==> src/rtl/uart_rx_fifo.sv <==
// UART receiver with oversampled start/data/parity/stop sampling and a show-ahead receive FIFO.
// Sticky framing, parity and overrun flags; config is captured at start detect and held for the frame.
module uart_rx_fifo #(
    parameter int DATA_BITS  = 8,
    parameter int FIFO_DEPTH = 16,
    parameter int OVS        = 16,
    parameter int DIV_W      = 16
) (
    input  logic                          HCLK,
    input  logic                          HRESETn,
    input  logic                          rx,
    input  logic                          en,
    input  logic [DIV_W-1:0]              prescaler,
    input  logic                          parity_en,
    input  logic                          parity_odd,
    input  logic                          stop2,
    input  logic                          rd,
    input  logic                          clr_err,
    output logic [DATA_BITS-1:0]          rdata,
    output logic                          empty,
    output logic                          full,
    output logic [$clog2(FIFO_DEPTH):0]   level,
    output logic                          frame_err,
    output logic                          parity_err,
    output logic                          overrun_err
);

    localparam int PW = $clog2(FIFO_DEPTH);

    localparam logic [2:0] ST_IDLE      = 3'd0;
    localparam logic [2:0] ST_START     = 3'd1;
    localparam logic [2:0] ST_DATA      = 3'd2;
    localparam logic [2:0] ST_PARITY    = 3'd3;
    localparam logic [2:0] ST_STOP      = 3'd4;
    localparam logic [2:0] ST_WAIT_HIGH = 3'd5;

    localparam logic [4:0]  TICK_HALF = 5'(OVS / 2 - 1);
    localparam logic [4:0]  TICK_FULL = 5'(OVS - 1);
    localparam logic [3:0]  LAST_BIT  = 4'(DATA_BITS - 1);
    localparam logic [PW:0] DEPTH_C   = (PW + 1)'(FIFO_DEPTH);

    // Expected parity bit for a data word: even parity makes the total XOR zero.
    function automatic logic parity_of(input logic [DATA_BITS-1:0] d, input logic odd);
        return (^d) ^ odd;
    endfunction

    logic                 sync1_r, sync2_r, rx_prev_r, rx_s, fall_s;
    logic [2:0]           state_r, state_s;
    logic [DIV_W-1:0]     pre_cnt_r, pre_cnt_s, div_q_r;
    logic [4:0]           tick_cnt_r, tick_cnt_s;
    logic [3:0]           bit_cnt_r, bit_cnt_s;
    logic                 stop_idx_r, stop_idx_s;
    logic [DATA_BITS-1:0] shift_r, shift_s;
    logic                 par_en_q_r, par_odd_q_r, stop2_q_r;
    logic                 par_bad_r, par_bad_s, frm_bad_r, frm_bad_s, frm_last_s;
    logic                 tick_s, start_s, push_req_s, set_frm_s, set_par_s;

    logic [DATA_BITS-1:0] mem_r [FIFO_DEPTH];
    logic [PW-1:0]        wr_ptr_r, rd_ptr_r;
    logic [PW:0]          count_r, count_s;
    logic                 pop_s, push_s, ovr_s;
    logic [DATA_BITS-1:0] rdata_r, rdata_s;
    logic                 empty_r, full_r;
    logic                 frame_err_r, parity_err_r, overrun_err_r;
    logic                 frame_err_s, parity_err_s, overrun_err_s;

    assign rx_s = sync2_r;

    // Two-flop synchronizer plus one delayed copy for falling-edge detection.
    always_ff @(posedge HCLK or negedge HRESETn) begin
        if (!HRESETn) begin
            sync1_r   <= 1'b1;
            sync2_r   <= 1'b1;
            rx_prev_r <= 1'b1;
        end else begin
            sync1_r   <= rx;
            sync2_r   <= sync1_r;
            rx_prev_r <= sync2_r;
        end
    end

    // Receive FSM next-state, oversample tick and bit sampling.
    always_comb begin
        state_s    = state_r;
        pre_cnt_s  = pre_cnt_r;
        tick_cnt_s = tick_cnt_r;
        bit_cnt_s  = bit_cnt_r;
        stop_idx_s = stop_idx_r;
        shift_s    = shift_r;
        par_bad_s  = par_bad_r;
        frm_bad_s  = frm_bad_r;
        frm_last_s = 1'b0;
        tick_s     = 1'b0;
        start_s    = 1'b0;
        push_req_s = 1'b0;
        set_frm_s  = 1'b0;
        set_par_s  = 1'b0;
        fall_s     = rx_prev_r & ~rx_s;
        if (!en) begin
            state_s   = ST_IDLE;
            pre_cnt_s = '0;
        end else if (state_r == ST_IDLE) begin
            if (fall_s) begin
                start_s    = 1'b1;
                state_s    = ST_START;
                pre_cnt_s  = '0;
                tick_cnt_s = 5'd0;
                bit_cnt_s  = 4'd0;
                stop_idx_s = 1'b0;
                par_bad_s  = 1'b0;
                frm_bad_s  = 1'b0;
            end else begin
                state_s = ST_IDLE;
            end
        end else begin
            if (pre_cnt_r == div_q_r) begin
                tick_s     = 1'b1;
                pre_cnt_s  = '0;
                tick_cnt_s = tick_cnt_r + 5'd1;
            end else begin
                pre_cnt_s  = pre_cnt_r + DIV_W'(1);
            end
            case (state_r)
                ST_START: begin
                    if (tick_s && (tick_cnt_r == TICK_HALF)) begin
                        tick_cnt_s = 5'd0;
                        state_s    = rx_s ? ST_IDLE : ST_DATA;
                    end else begin
                        state_s = ST_START;
                    end
                end
                ST_DATA: begin
                    if (tick_s && (tick_cnt_r == TICK_FULL)) begin
                        tick_cnt_s = 5'd0;
                        shift_s    = {rx_s, shift_r[DATA_BITS-1:1]};
                        if (bit_cnt_r == LAST_BIT) begin
                            bit_cnt_s = 4'd0;
                            state_s   = par_en_q_r ? ST_PARITY : ST_STOP;
                        end else begin
                            bit_cnt_s = bit_cnt_r + 4'd1;
                        end
                    end else begin
                        state_s = ST_DATA;
                    end
                end
                ST_PARITY: begin
                    if (tick_s && (tick_cnt_r == TICK_FULL)) begin
                        tick_cnt_s = 5'd0;
                        par_bad_s  = (rx_s != parity_of(shift_r, par_odd_q_r));
                        state_s    = ST_STOP;
                    end else begin
                        state_s = ST_PARITY;
                    end
                end
                ST_STOP: begin
                    if (tick_s && (tick_cnt_r == TICK_FULL)) begin
                        tick_cnt_s = 5'd0;
                        if (stop2_q_r && !stop_idx_r) begin
                            stop_idx_s = 1'b1;
                            frm_bad_s  = frm_bad_r | ~rx_s;
                        end else begin
                            // A line still low at the last stop sample is a break: wait for idle.
                            frm_last_s = frm_bad_r | ~rx_s;
                            set_frm_s  = frm_last_s;
                            set_par_s  = par_bad_r;
                            push_req_s = ~frm_last_s & ~par_bad_r;
                            state_s    = (frm_last_s && !rx_s) ? ST_WAIT_HIGH : ST_IDLE;
                        end
                    end else begin
                        state_s = ST_STOP;
                    end
                end
                ST_WAIT_HIGH: begin
                    state_s = rx_s ? ST_IDLE : ST_WAIT_HIGH;
                end
                default: begin
                    state_s = ST_IDLE;
                end
            endcase
        end
    end

    // Receive FSM state and per-frame configuration capture.
    always_ff @(posedge HCLK or negedge HRESETn) begin
        if (!HRESETn) begin
            state_r     <= ST_IDLE;
            pre_cnt_r   <= '0;
            tick_cnt_r  <= 5'd0;
            bit_cnt_r   <= 4'd0;
            stop_idx_r  <= 1'b0;
            shift_r     <= '0;
            par_bad_r   <= 1'b0;
            frm_bad_r   <= 1'b0;
            div_q_r     <= '0;
            par_en_q_r  <= 1'b0;
            par_odd_q_r <= 1'b0;
            stop2_q_r   <= 1'b0;
        end else begin
            state_r    <= state_s;
            pre_cnt_r  <= pre_cnt_s;
            tick_cnt_r <= tick_cnt_s;
            bit_cnt_r  <= bit_cnt_s;
            stop_idx_r <= stop_idx_s;
            shift_r    <= shift_s;
            par_bad_r  <= par_bad_s;
            frm_bad_r  <= frm_bad_s;
            if (start_s) begin
                div_q_r     <= prescaler;
                par_en_q_r  <= parity_en;
                par_odd_q_r <= parity_odd;
                stop2_q_r   <= stop2;
            end
        end
    end

    // FIFO push/pop arbitration, next show-ahead head word and sticky flag updates.
    always_comb begin
        pop_s   = rd & (count_r != '0);
        push_s  = push_req_s & ((count_r != DEPTH_C) | pop_s);
        ovr_s   = push_req_s & ~push_s;
        count_s = count_r + (PW + 1)'(push_s) - (PW + 1)'(pop_s);
        if (count_s == '0) begin
            rdata_s = '0;
        end else if (pop_s) begin
            rdata_s = (count_r > (PW + 1)'(1)) ? mem_r[rd_ptr_r + PW'(1)] : shift_r;
        end else if (count_r == '0) begin
            rdata_s = shift_r;
        end else begin
            rdata_s = rdata_r;
        end
        frame_err_s   = set_frm_s ? 1'b1 : (clr_err ? 1'b0 : frame_err_r);
        parity_err_s  = set_par_s ? 1'b1 : (clr_err ? 1'b0 : parity_err_r);
        overrun_err_s = ovr_s     ? 1'b1 : (clr_err ? 1'b0 : overrun_err_r);
    end

    // FIFO storage; contents need no reset since the head is held in rdata_r.
    always_ff @(posedge HCLK) begin
        if (push_s) begin
            mem_r[wr_ptr_r] <= shift_r;
        end
    end

    // FIFO pointers, status outputs and sticky error flags.
    always_ff @(posedge HCLK or negedge HRESETn) begin
        if (!HRESETn) begin
            wr_ptr_r      <= '0;
            rd_ptr_r      <= '0;
            count_r       <= '0;
            rdata_r       <= '0;
            empty_r       <= 1'b1;
            full_r        <= 1'b0;
            frame_err_r   <= 1'b0;
            parity_err_r  <= 1'b0;
            overrun_err_r <= 1'b0;
        end else begin
            if (push_s) begin
                wr_ptr_r <= wr_ptr_r + PW'(1);
            end
            if (pop_s) begin
                rd_ptr_r <= rd_ptr_r + PW'(1);
            end
            count_r       <= count_s;
            rdata_r       <= rdata_s;
            empty_r       <= (count_s == '0);
            full_r        <= (count_s == DEPTH_C);
            frame_err_r   <= frame_err_s;
            parity_err_r  <= parity_err_s;
            overrun_err_r <= overrun_err_s;
        end
    end

    assign rdata       = rdata_r;
    assign empty       = empty_r;
    assign full        = full_r;
    assign level       = count_r;
    assign frame_err   = frame_err_r;
    assign parity_err  = parity_err_r;
    assign overrun_err = overrun_err_r;

endmodule

==> config.mk <==
export PLATFORM = sky130hd
export DESIGN_NAME = uart_rx_fifo
export DESIGN_NICKNAME = d
export VERILOG_FILES = /design/src/rtl/uart_rx_fifo.sv
export SDC_FILE = /design/constraint.sdc
export NUM_CORES = 1
export LEC_CHECK = 0
export ABC_AREA = 1
export CORE_MARGIN = 2
export CORE_UTILIZATION = 55
export DETAILED_ROUTE_END_ITERATION = 10
export PLACE_DENSITY = 0.85
export REMOVE_ABC_BUFFERS = 1
export SYNTH_ARGS = -nofsm -noshare
export SYNTH_HDL_FRONTEND = slang
export SYNTH_SLANG_ARGS = --single-unit
==> constraint.sdc <==
create_clock -name HCLK -period 3.01 [get_ports HCLK]
set_input_delay 0.602 -clock HCLK [delete_from_list [all_inputs] [get_ports HCLK]]
set_output_delay 0.602 -clock HCLK [all_outputs]
set_load 0.01 [all_outputs]
### Word-level counts from Yosys, hierarchy flattened

Memory sizes are Yosys's and may differ from the RTL's.
Index checks and enable logic that the tools add are counted.

| word-level totals | value |
|---|---|
| bits in writable memories | 128 |
| flip-flop bits (word level) | 87 |
| word-level logic and storage cells | 161 |
| input bits | 25 |
| output and inout bits | 18 |
| memories | 1 |

| cells by class | value |
|---|---|
| muxes and demuxes | 72 |
| bitwise logic cells | 13 |
| $add $sub $neg | 7 |
| equality and inequality tests | 16 |
| magnitude comparators | 1 |
| reduce and logical (&&, ||, !) cells | 27 |

Memory list:

| name | depth | bits a word | read ports | clocked after Yosys merged registers in | wr ports | line | source |
|---|---|---|---|---|---|---|---|
| mem_r | 16 | 8 | 1 | 0 | 1 | 58 | `logic [DATA_BITS-1:0] mem_r [FIFO_DEPTH];` |

Operators with widths:

| kind | count |
|---|---|
| 16-bit two-way mux | 4 |
| 1-bit two-way mux | 40 |
| 8-bit two-way mux | 4 |
| 3-bit two-way mux | 10 |
| 5-bit two-way mux | 5 |
| 4-bit two-way mux | 5 |
| 16-bit by 1-bit adder with 16-bit output, second input constant | 1 |
| 16-bit equality test | 1 |
| 2-bit nonzero test | 8 |
| 5-bit != test, second input constant | 3 |
| 3-bit one-hot mux with 5 select lines | 1 |
| 4-bit by 1-bit adder with 4-bit output, second input constant | 3 |
| 4-bit AND reduction | 3 |
| 5-bit logical NOT | 2 |
| 5-bit one-hot mux with 2 select lines | 1 |
| 8-bit parity | 1 |
| 3-bit by 2-bit equality test with 1-bit output, second input constant | 2 |
| 3-bit equality test, second input constant | 2 |
| 5-bit by 1-bit adder with 5-bit output | 1 |
| 5-bit by 1-bit adder with 5-bit output, second input constant | 1 |
| 1-bit bitwise AND | 5 |
| 5-bit by 3-bit equality test with 1-bit output, second input constant | 1 |
| 5-bit by 4-bit equality test with 1-bit output, second input constant | 1 |
| 5-bit equality test, second input constant | 1 |
| 19 further kinds | 30 |

### Longest topological paths before layout

Gate-level depths: netlist (run 1).

| logic depth | value |
|---|---|
| depth after elaboration | 14 |
| depth in mapped cells | 23 |
| mapped depth without buffers | 23 |

### Least setup slack after synthesis (run 1)

No wires, ideal clock.

| timing | value |
|---|---|
| path type | reg-to-reg |
| start point | register tick_cnt_r[1] |
| end point | register rdata_r[6], in the netlist rdata[6] |
| stages on the path, launching flop included | 21 |
| data arrival time | 3.211 ns |
| path slack | -0.286 ns |
| required time | 2.925 ns |
| clock period less this slack | 3.296 ns |
| path buffers | 0 |
| setup time | 0.085 ns |
| path through | dfrtp_1 -> ha_1 -> nand2_1 -> nor2_1 -> ha_1 -> nand3_4 -> clkinv_2 -> nand2_2 -> nor2_4 -> inv_1 -> nand2_1 -> o21ai_0 -> ha_1 -> fa_1 -> a21oi_1 -> o21bai_1 -> xnor2_1 -> nor2_1 -> nor2_1 -> o211ai_1 -> o21ai_0 |

| between the ends | value |
|---|---|
| word-level cells in the longest chain between the ends | 11 |
| elaborated cells between the ends (all ways) | 12 |
| classes of those cells | 2 x add/sub; 1 x eq/ne; 5 x mux; 1 x bitwise; 3 x reduce/logical |

Ends and longest elaborated chain:

| item | line | source |
|---|---|---|
| from (decl) | 50 | `logic [4:0] tick_cnt_r, tick_cnt_s;` |
| from (signal assigned) | 201 | `tick_cnt_r <= tick_cnt_s;` |
| 5-bit by 4-bit equality test with 1-bit output * | 156 | `if (tick_s && (tick_cnt_r == TICK_FULL)) begin` |
| 1-bit logical AND * | 156 |  |
| 1-bit two-way mux * | 156 |  |
| 1-bit two-way mux * | 123 | `case (state_r)` |
| 1-bit two-way mux * | 102 | `end else if (state_r == ST_IDLE) begin` |
| 1-bit two-way mux * | 99 | `if (!en) begin` |
| 1-bit bitwise AND * | 219 | `push_s = push_req_s & ((count_r != DEPTH_C) \| pop_s);` |
| 5-bit by 1-bit adder with 5-bit output * | 221 | `count_s = count_r + (PW + 1)'(push_s) - (PW + 1)'(pop_s);` |
| 5-bit by 1-bit subtractor with 5-bit output * | 221 |  |
| net count_s[4] | 60 | `logic [PW:0] count_r, count_s;` |
| 5-bit logical NOT * | 222 | `if (count_s == '0) begin` |
| 3-bit nonzero test (no line) / 8-bit two-way mux (equally long branches) | -- |  |
| to (signal assigned) | 263 | `rdata_r <= rdata_s;` |
| to (decl) | 62 | `logic [DATA_BITS-1:0] rdata_r, rdata_s;` |

The timed path passes the listed nets; every way through them passes the cells marked *.
A chain may end at the register's enable or synchronous reset.

### Worst setup path after layout (run 1)

| timing | value |
|---|---|
| start point | register pre_cnt_r[3] |
| end point | register rdata_r[4], in the netlist rdata[4] |

| between the ends | value |
|---|---|
| word-level cells in the longest chain between the ends | 14 |
| elaborated cells between the ends (all ways) | 15 |
| classes of those cells | 2 x add/sub; 1 x eq/ne; 8 x mux; 1 x bitwise; 3 x reduce/logical |

Ends and longest elaborated chain:

| item | line | source |
|---|---|---|
| from (decl) | 49 | `logic [DIV_W-1:0] pre_cnt_r, pre_cnt_s, div_q_r;` |
| from (signal assigned) | 200 | `pre_cnt_r <= pre_cnt_s;` |
| 16-bit equality test * | 116 | `if (pre_cnt_r == div_q_r) begin` |
| 1-bit two-way mux * | 116 |  |
| 1-bit two-way mux * | 102 |  |
| 1-bit two-way mux * | 99 |  |
| 1-bit logical AND * | 156 |  |
| 1-bit two-way mux * | 156 |  |
| 1-bit two-way mux * | 123 |  |
| 1-bit two-way mux * | 102 |  |
| 1-bit two-way mux * | 99 |  |
| 1-bit bitwise AND * | 219 |  |
| 5-bit by 1-bit adder with 5-bit output * | 221 |  |
| 5-bit by 1-bit subtractor with 5-bit output * | 221 |  |
| net count_s[1] | 60 |  |
| 5-bit logical NOT * | 222 |  |
| 3-bit nonzero test (no line) / 8-bit two-way mux (equally long branches) | -- |  |

The timed path passes the listed nets; every way through them passes the cells marked *. The select of a mux whose other input is x is not followed.

==> results of run 1 <==
==> layout make-up <==
| type | instances | area [µm²] | area share, % |
|---|---|---|---|
| multi-input cells | 633 | 3320 | 27.4 |
| repair buffers | 167 | 1370 | 11.4 |
| well taps | 225 | 282 | 2.33 |
| flip-flops and latches | 215 | 6030 | 49.9 |
| inverters | 103 | 392 | 3.24 |
| clock buffers | 35 | 639 | 5.29 |
| clock inverters | 5 | 57.6 | 0.476 |
==> sequential cells by signal (all words and copies together), names as in the netlist, 3 cells and up <==
signal	cells
shift_r	8
bit_cnt_r	4
level	5
div_q_r	16
state_r	3
wr_ptr_r	4
tick_cnt_r	5
rd_ptr_r	4
mem_r	128
pre_cnt_r	16
rdata	8
==> placed cells by master, fill, tap and decap left out, drive strengths merged, types with 6 or more instances in the layout <==
cell and n:
nand3 54, a21oi 74, a22oi 28, xnor2 9, nor3 29, edfxtp 128, nand2 236, nor2 71
ha 17, o21ai 72, xor2 15, clkbuf 35, nand4 6, inv 100, dfrtp 83, clkdlybuf4s50 41
clkinv 7, buf 126
==> power breakdown <==
group	switching, mW	total, mW	internal [mW]
logic	2.47	3.98	1.51
registers	0.141	3.43	3.29
clock network	1.12	2.66	1.54
total	3.73	10.1	6.35
==> what timing repair did <==
action,4_1_cts,5_1_grt
gates resized for setup,27,17
setup buffers,19,7
pin swaps,18,24
endpoints found under the setup margin,10,12
==> final timing paths <==
kind,from,endpoint,slack (ns),cells past startpoint
setup / recovery,pre_cnt_r[3],rdata[4],-0.29,20
hold / removal,HRESETn,tick_cnt_r[1],0.07,1
setup reg to reg,pre_cnt_r[3],rdata[4],-0.29,20
hold reg to reg,sync1_r,rx_s,0.36,0
max in group asynchronous,HRESETn,empty,2.21,2
min in group HCLK,sync1_r,rx_s,0.36,0
==> routing by layer <==
metal | up-vias | global-route usage (%)
li1 | 3645 | -
met1 | 3786 | 33.7
met2 | 457 | 50.1
met3 | 123 | 5.30
met4 | 0 | 12.9
met5 | - | 0
==> stage by stage <==
step | instances | hold WS (ns) | cell area (µm²)
2_1_floorplan | 951 | 0.306 | 9610
3_3_place_gp | 1320 | 0.347 | 11100
3_5_place_dp | 1320 | 0.347 | 11100
4_1_cts | 1379 | 0.0813 | 12000
5_1_grt | 1383 | 0.118 | 12100
6_report | 1383 | 0.0690 | 12100
==> worst max-delay path, cell delays in order (launching register included) <==
cell and delay (ns):
dfrtp_1 0.42, xor2_1 0.20, nor2_1 0.14, nand2_2 0.10
nor2_4 0.13, nand3_4 0.10, clkinv_4 0.06, nand2_4 0.05
nor2_4 0.11, buf_4 0.15, nand2_4 0.06, o21ai_2 0.13
ha_2 0.22, fa_2 0.47, nor2_2 0.18, nand2_2 0.13
nor2_4 0.16, nor2_4 0.08, buf_4 0.14, nand2_1 0.06
o21ai_1 0.08
==> cell usage after synthesis (all sizes together), types with 2 or more instances <==
cell type  count
o21ai         72
nor4           2
nor3          29
or2            2
dfrtp         83
xnor2          9
clkbuf        13
o21bai         2
o211ai         4
a21oi         74
o22ai          2
o221ai         2
a22oi         28
a31oi          2
nand3         54
nand2        236
clkinv         2
edfxtp       128
inv          101
dfstp          4
ha            17
buf           16
nor2          71
xor2          15
nand4          6
==> cells by family after synthesis <==
kind of cell | after synthesis | synth area share, %
fa+ha+maj | 18 | 2.39
simple gates | 401 | 17.4
compound gates | 190 | 10.9
buf+inv | 132 | 5.31
flops | 215 | 61.9
xor+xnor | 24 | 2.16
==> metrics.md, run 1 <==
| Metric | Value |
|---|---|
| Clock buffer depth | `3` |
| Hold Vio Cnt, Final | `0` |
| Final Util | `a little over two thirds` |
| Worst-Skew Late Latency | `~0.52 ns` |
| Worst Path Arrival | `3.69 ns` |
| I/O pins | `43` |
| Critical path fanouts, max | `8` |
| Worst vdd ir | `a little over 0.7 mV` |
| GPL Wtd Cong | `0.960` |
| Core footprint | `roughly 17000 µm²` |
| Setup TNS | `-2.06 ns` |
| # nets final | `1185` |
| Total power | `10.1 mW` |
| Post-route DRC | `0` |
| Flops & latches, synth | `between 200 and 250` |
| Die height | `~140 µm` |
| # diodes | `0` |
| H-tree levels | `1` |
| Post-cts hold buffer count | `0` |
| Synth top area share | `approximately two fifths` |
| Met2 WL | `between 10 and 15 mm` |
| Syn_area_per_cell | `slightly below 10 µm²` |
| Remaining Overflow, GRT | `0` |
| Starting DRC count in detailed routing | `870` |
| First-pass GRT wire length | `around 41 mm` |
| Largest net degree at the start of global routing | `43` |
| Fraction of layout cells with a size suffix above 1 | `between 10% and 20%` |
| Asr flop ratio synth | `between 40% and 50%` |
| Pre-antenna DRT Iters | `6` |
| Remaining antenna violation count | `0` |
| Initial antenna violation count | `0` |
| Lkg Pwr | `between 5 and 6 nW` |
| Met1 wire length | `roughly 9.4 mm` |
| EDFF count, synth | `between 100 and 150` |
| Synth warnings | `0` |
| Pwr Density | `around 830 nW/µm²` |
| I/O Buffers | `42` |
| Number of global-route vias before repair | `8190` |
| Mapped cell area | `approximately 9700 µm²` |
| Clk sinks | `approximately 220` |
| Cells after Synth | `980` |
| Tcrit/Tclk final | `110%` |
| Worst-Margin Slew | `a little over 0.8 ns` |
| WL per Instance | `~19 µm` |
| Final Critical Period | `around 3.3 ns` |
| CTS tree | `done` |
| Final setup fails | `10` |
| CTS clk-pin slew, worst paths | `0.07 ns` |
| Vias | `8011` |
| Routed WL | `26.1 mm` |
| Outcome | `finished with violations` |
| Crit path required time | `3.40 ns` |
| Fill count | `1105` |
| Max_slew headroom | `a little under half` |
| Max cap viols | `0` |
| WS Path Type | `reg -> reg` |
| Initial core utilization | `between 50% and 60%` |
| Hpwl dp | `around 15 mm` |
| Fmax | `about 300 MHz` |
| Setup WS post-layout | `-0.292 ns` |
| FP Rows | `48` |
| Via density | `5.79` |
| RSZ-0062 raised after global routing | `true` |
| Synth area leaders | `edfxtp_1 39%, dfrtp_1 21%, nand2_1 9.0%, a21oi_1 3.8%, inv_1 3.7%` |
| Top Metal Used | `met4` |
| Area Overhead vs Synth | `24.1%` |
| Yosys cell types | `40` |
| Place WS | `-0.868 ns` |
| Count of pins over their slew limit | `0` |
| Met3 wire length | `approximately 2.1 mm` |
| Register area share after synthesis | `61.9%` |
| Failing checks | `negative setup slack` |
| Synth area leader | `edfxtp_1` |
| CTS buffer count | `22` |
| Worst min path class | `in -> async` |
| Worst setup SP type | `flip-flop` |
| Nature of the critical path endpoint | `flip-flop` |
| Total track usage | `about 28%` |
| Worst-case clock skew | `0.0186 ns` |
| Die X | `~140 µm` |
| Root buf cell | `clkbuf_16` |
| Most common flop cell mapped by yosys | `edfxtp_1` |
| Die ar. | `roughly 19000 µm²` |
Note: power is estimated with default switching activity, not from simulation.
==> run 2: changes to the inputs <==
--- a/config.mk
+++ b/config.mk
@@ -6,11 +6,14 @@
 export NUM_CORES = 1
 export LEC_CHECK = 0
 export ABC_AREA = 1
+export CELL_PAD_IN_SITES_DETAIL_PLACEMENT = 0
+export CELL_PAD_IN_SITES_GLOBAL_PLACEMENT = 1
 export CORE_MARGIN = 2
-export CORE_UTILIZATION = 55
+export CORE_UTILIZATION = 43
 export DETAILED_ROUTE_END_ITERATION = 10
 export PLACE_DENSITY = 0.85
 export REMOVE_ABC_BUFFERS = 1
+export SLEW_MARGIN = 20
 export SYNTH_ARGS = -nofsm -noshare
 export SYNTH_HDL_FRONTEND = slang
 export SYNTH_SLANG_ARGS = --single-unit
==> metrics.md, run 2 (synthesis results as in run 1) <==
| Metric | Value |
|---|---|
| FP Rows | `55` |
| Fmax | `around 330 MHz` |
| CP max stage delay | `approximately 0.36 ns` |
| Pre-antenna DRT Iters | `4` |
| Worst Path Arrival | `between 3 and 4 ns` |
| Initial antenna violation count | `0` |
| # nets final | `around 1200` |
| RR Startpoint | `tick_cnt_r[0]` |
| Vias | `~7400` |
| Setup WS post-layout | `-0.00107 ns` |
| Starting DRC count in detailed routing | `around 540` |
| # diodes | `0` |
| Max cap viols | `0` |
| Max_slew headroom | `between 50 and 60%` |
| Critical Path Stages | `19` |
| Routed WL | `23.7 mm` |
| I/O Buffers | `42` |
| Failing checks | `negative setup slack` |
| Commonest non-fill, non-tap cell in the layout | `nand2_1` |
| Reg2Reg Setup Slack | `-0.001 ns` |
| Worst-case clock skew | `between 0.008 and 0.009 ns` |
| Met1 wire length | `slightly above 10 mm` |
| Crit-path leading delay family | `adder cells` |
| Crit path required time | `3.41 ns` |
| Worst-Margin Slew | `0.728 ns` |
| Critical path fanouts, max | `8` |
| Die height | `~150 µm` |
| Largest net degree at the start of global routing | `54` |
| Remaining Overflow, GRT | `0` |
| Remaining antenna violation count | `0` |
| Die ar. | `approximately 24000 µm²` |
| Final setup fails | `1` |
| Hold Vio Cnt, Final | `0` |
| Worst R2R Path Depth | `19` |
| Crit-path most repeated cell | `ha_2` |
| Lkg Pwr | `a little over 5 nW` |
| Pwr Density | `807 nW/µm²` |
| Post-route DRC | `0` |
| Largest Register | `mem_r` |
| CTS buffer count | `22` |
| Number of global-route vias before repair | `7375` |
| H-tree levels | `1` |
| Initial core utilization | `about 43%` |
| R2r endpoint | `rdata[4]` |
| RSZ-0062 raised after global routing | `true` |
| WL per Instance | `between 15 and 20 µm` |
| Root buf cell | `clkbuf_16` |
| CP max stage cell | `fa_2` |
| Fill count | `1945` |
| Die X | `155 µm` |
| Crit path buffers/inverters | `3` |
| Worst min path class | `in -> async` |
| Worst setup SP type | `flip-flop` |
| GPL Wtd Cong | `~0.90` |
| Outcome | `finished with violations` |
| Most frequent cells in the layout | `229 x nand2_1, 128 x edfxtp_1, 127 x buf_4` |
| Top Metal Used | `met4` |
| CTS clk-pin slew, worst paths | `approximately 0.060 ns` |
| CTS tree | `done` |
| Clk sinks | `~220` |
| Total power | `roughly 10 mW` |
| Largest register FFs | `128` |
| Met3 wire length | `roughly 980 µm` |
| Core footprint | `around 22000 µm²` |
| Setup TNS | `-0.00107 ns` |
| I/O pins | `43` |
| Clock buffer depth | `3` |
| WS Path Type | `reg -> reg` |
| Area Overhead vs Synth | `25.3%` |
| Worst-Skew Late Latency | `about 0.52 ns` |
| Hpwl dp | `15.9 mm` |
| Met2 WL | `roughly 12 mm` |
| Final Critical Period | `~3.0 ns` |
| Count of pins over their slew limit | `0` |
| CP Cell Sequence | `ha_2, nand2_2, nor2_2, ha_2, nand3_4, clkinv_4, nand2_4, nor2_4, inv_2, nand2_2, o21ai_2, ha_2, fa_2, a21oi_2, o21bai_1, xnor2_1, buf_4, o21ai_4, o21ai_1` |
| Worst vdd ir | `0.391 mV` |
| Largest regs | `mem_r: 128 flops, div_q_r: 16 flops, pre_cnt_r: 16 flops` |
| Tcrit/Tclk final | `100%` |
| Fraction of layout cells with a size suffix above 1 | `between 10% and 20%` |
| First-pass GRT wire length | `around 38 mm` |
| Total track usage | `20.0%` |
| Via density | `approximately 5` |
| Nature of the critical path endpoint | `flip-flop` |
==> run 2: cell type report <==
class / count / area (µm²) / share of cell area [%]
inverter: 103 / 392 / 3.21
tap: 285 / 357 / 2.92
timing repair buffer: 171 / 1420 / 11.6
multi-input combinational: 633 / 3270 / 26.8
clock buffer: 27 / 599 / 4.91
clock inverter: 13 / 148 / 1.21
sequential: 215 / 6030 / 49.4
==> run 2: repair_timing <==
action                     4_1_cts  5_1_grt
buffers inserted                15        1
setup endpoints to repair        8       12
pin swaps                       14        8
hold buffers                     0        0
resized for setup               30        6
==> run 2: layer usage <==
metal	vias up	GRT usage, %
li1	3653	-
met1	3530	26.3
met2	157	34.5
met3	48	2.80
met4	0	6.22
met5	-	0
==> run 2: worst max-delay path by stage <==
| stage | from | endpoint |
|---|---|---|
| final | tick_cnt_r[0] | rdata[4] |
| after global routing | pre_cnt_r[1] | rdata[5] |
| after CTS | tick_cnt_r[1] | rdata[6] |
| after detailed placement | en | rdata[6] |
| after global placement | en | rdata[6] |
| after floorplan | rd_ptr_r[0] | rdata[0] |
==> run 2: power breakdown <==
group / total [mW] / switching, mW / leakage (nW) / internal, mW
combinational: 3.58 / 2.17 / 2.32 / 1.42
clock: 2.81 / 1.13 / 0.372 / 1.67
sequential: 3.46 / 0.168 / 2.51 / 3.29
==> run 2: worst reg2reg max path, delay by kind of cell, from the launching register on <==
family	cells	cell delay (ns)
DFF	1	0.35
and+or+nand+nor	6	0.52
buffers and inverters	3	0.29
AOI/OAI and AO/OA	5	0.64
adders and majority gates	4	0.95
xor gates and xnor gates	1	0.16
==> run 2: per-stage QoR <==
stage / area (µm²) / worst slack (ns) / util (%) / hold WS (ns) / instances
after global placement: 11300 / -0.691 / 50.2 / 0.356 / 1392
after global routing: 12200 / -0.204 / 54.4 / 0.184 / 1447
final: 12200 / -0.00107 / 54.4 / 0.137 / 1447
after CTS: 12200 / -0.0122 / 54.3 / 0.158 / 1446
after floorplan: 9610 / -0.383 / - / 0.306 / 951
after detailed placement: 11300 / -0.730 / 50.2 / 0.356 / 1392
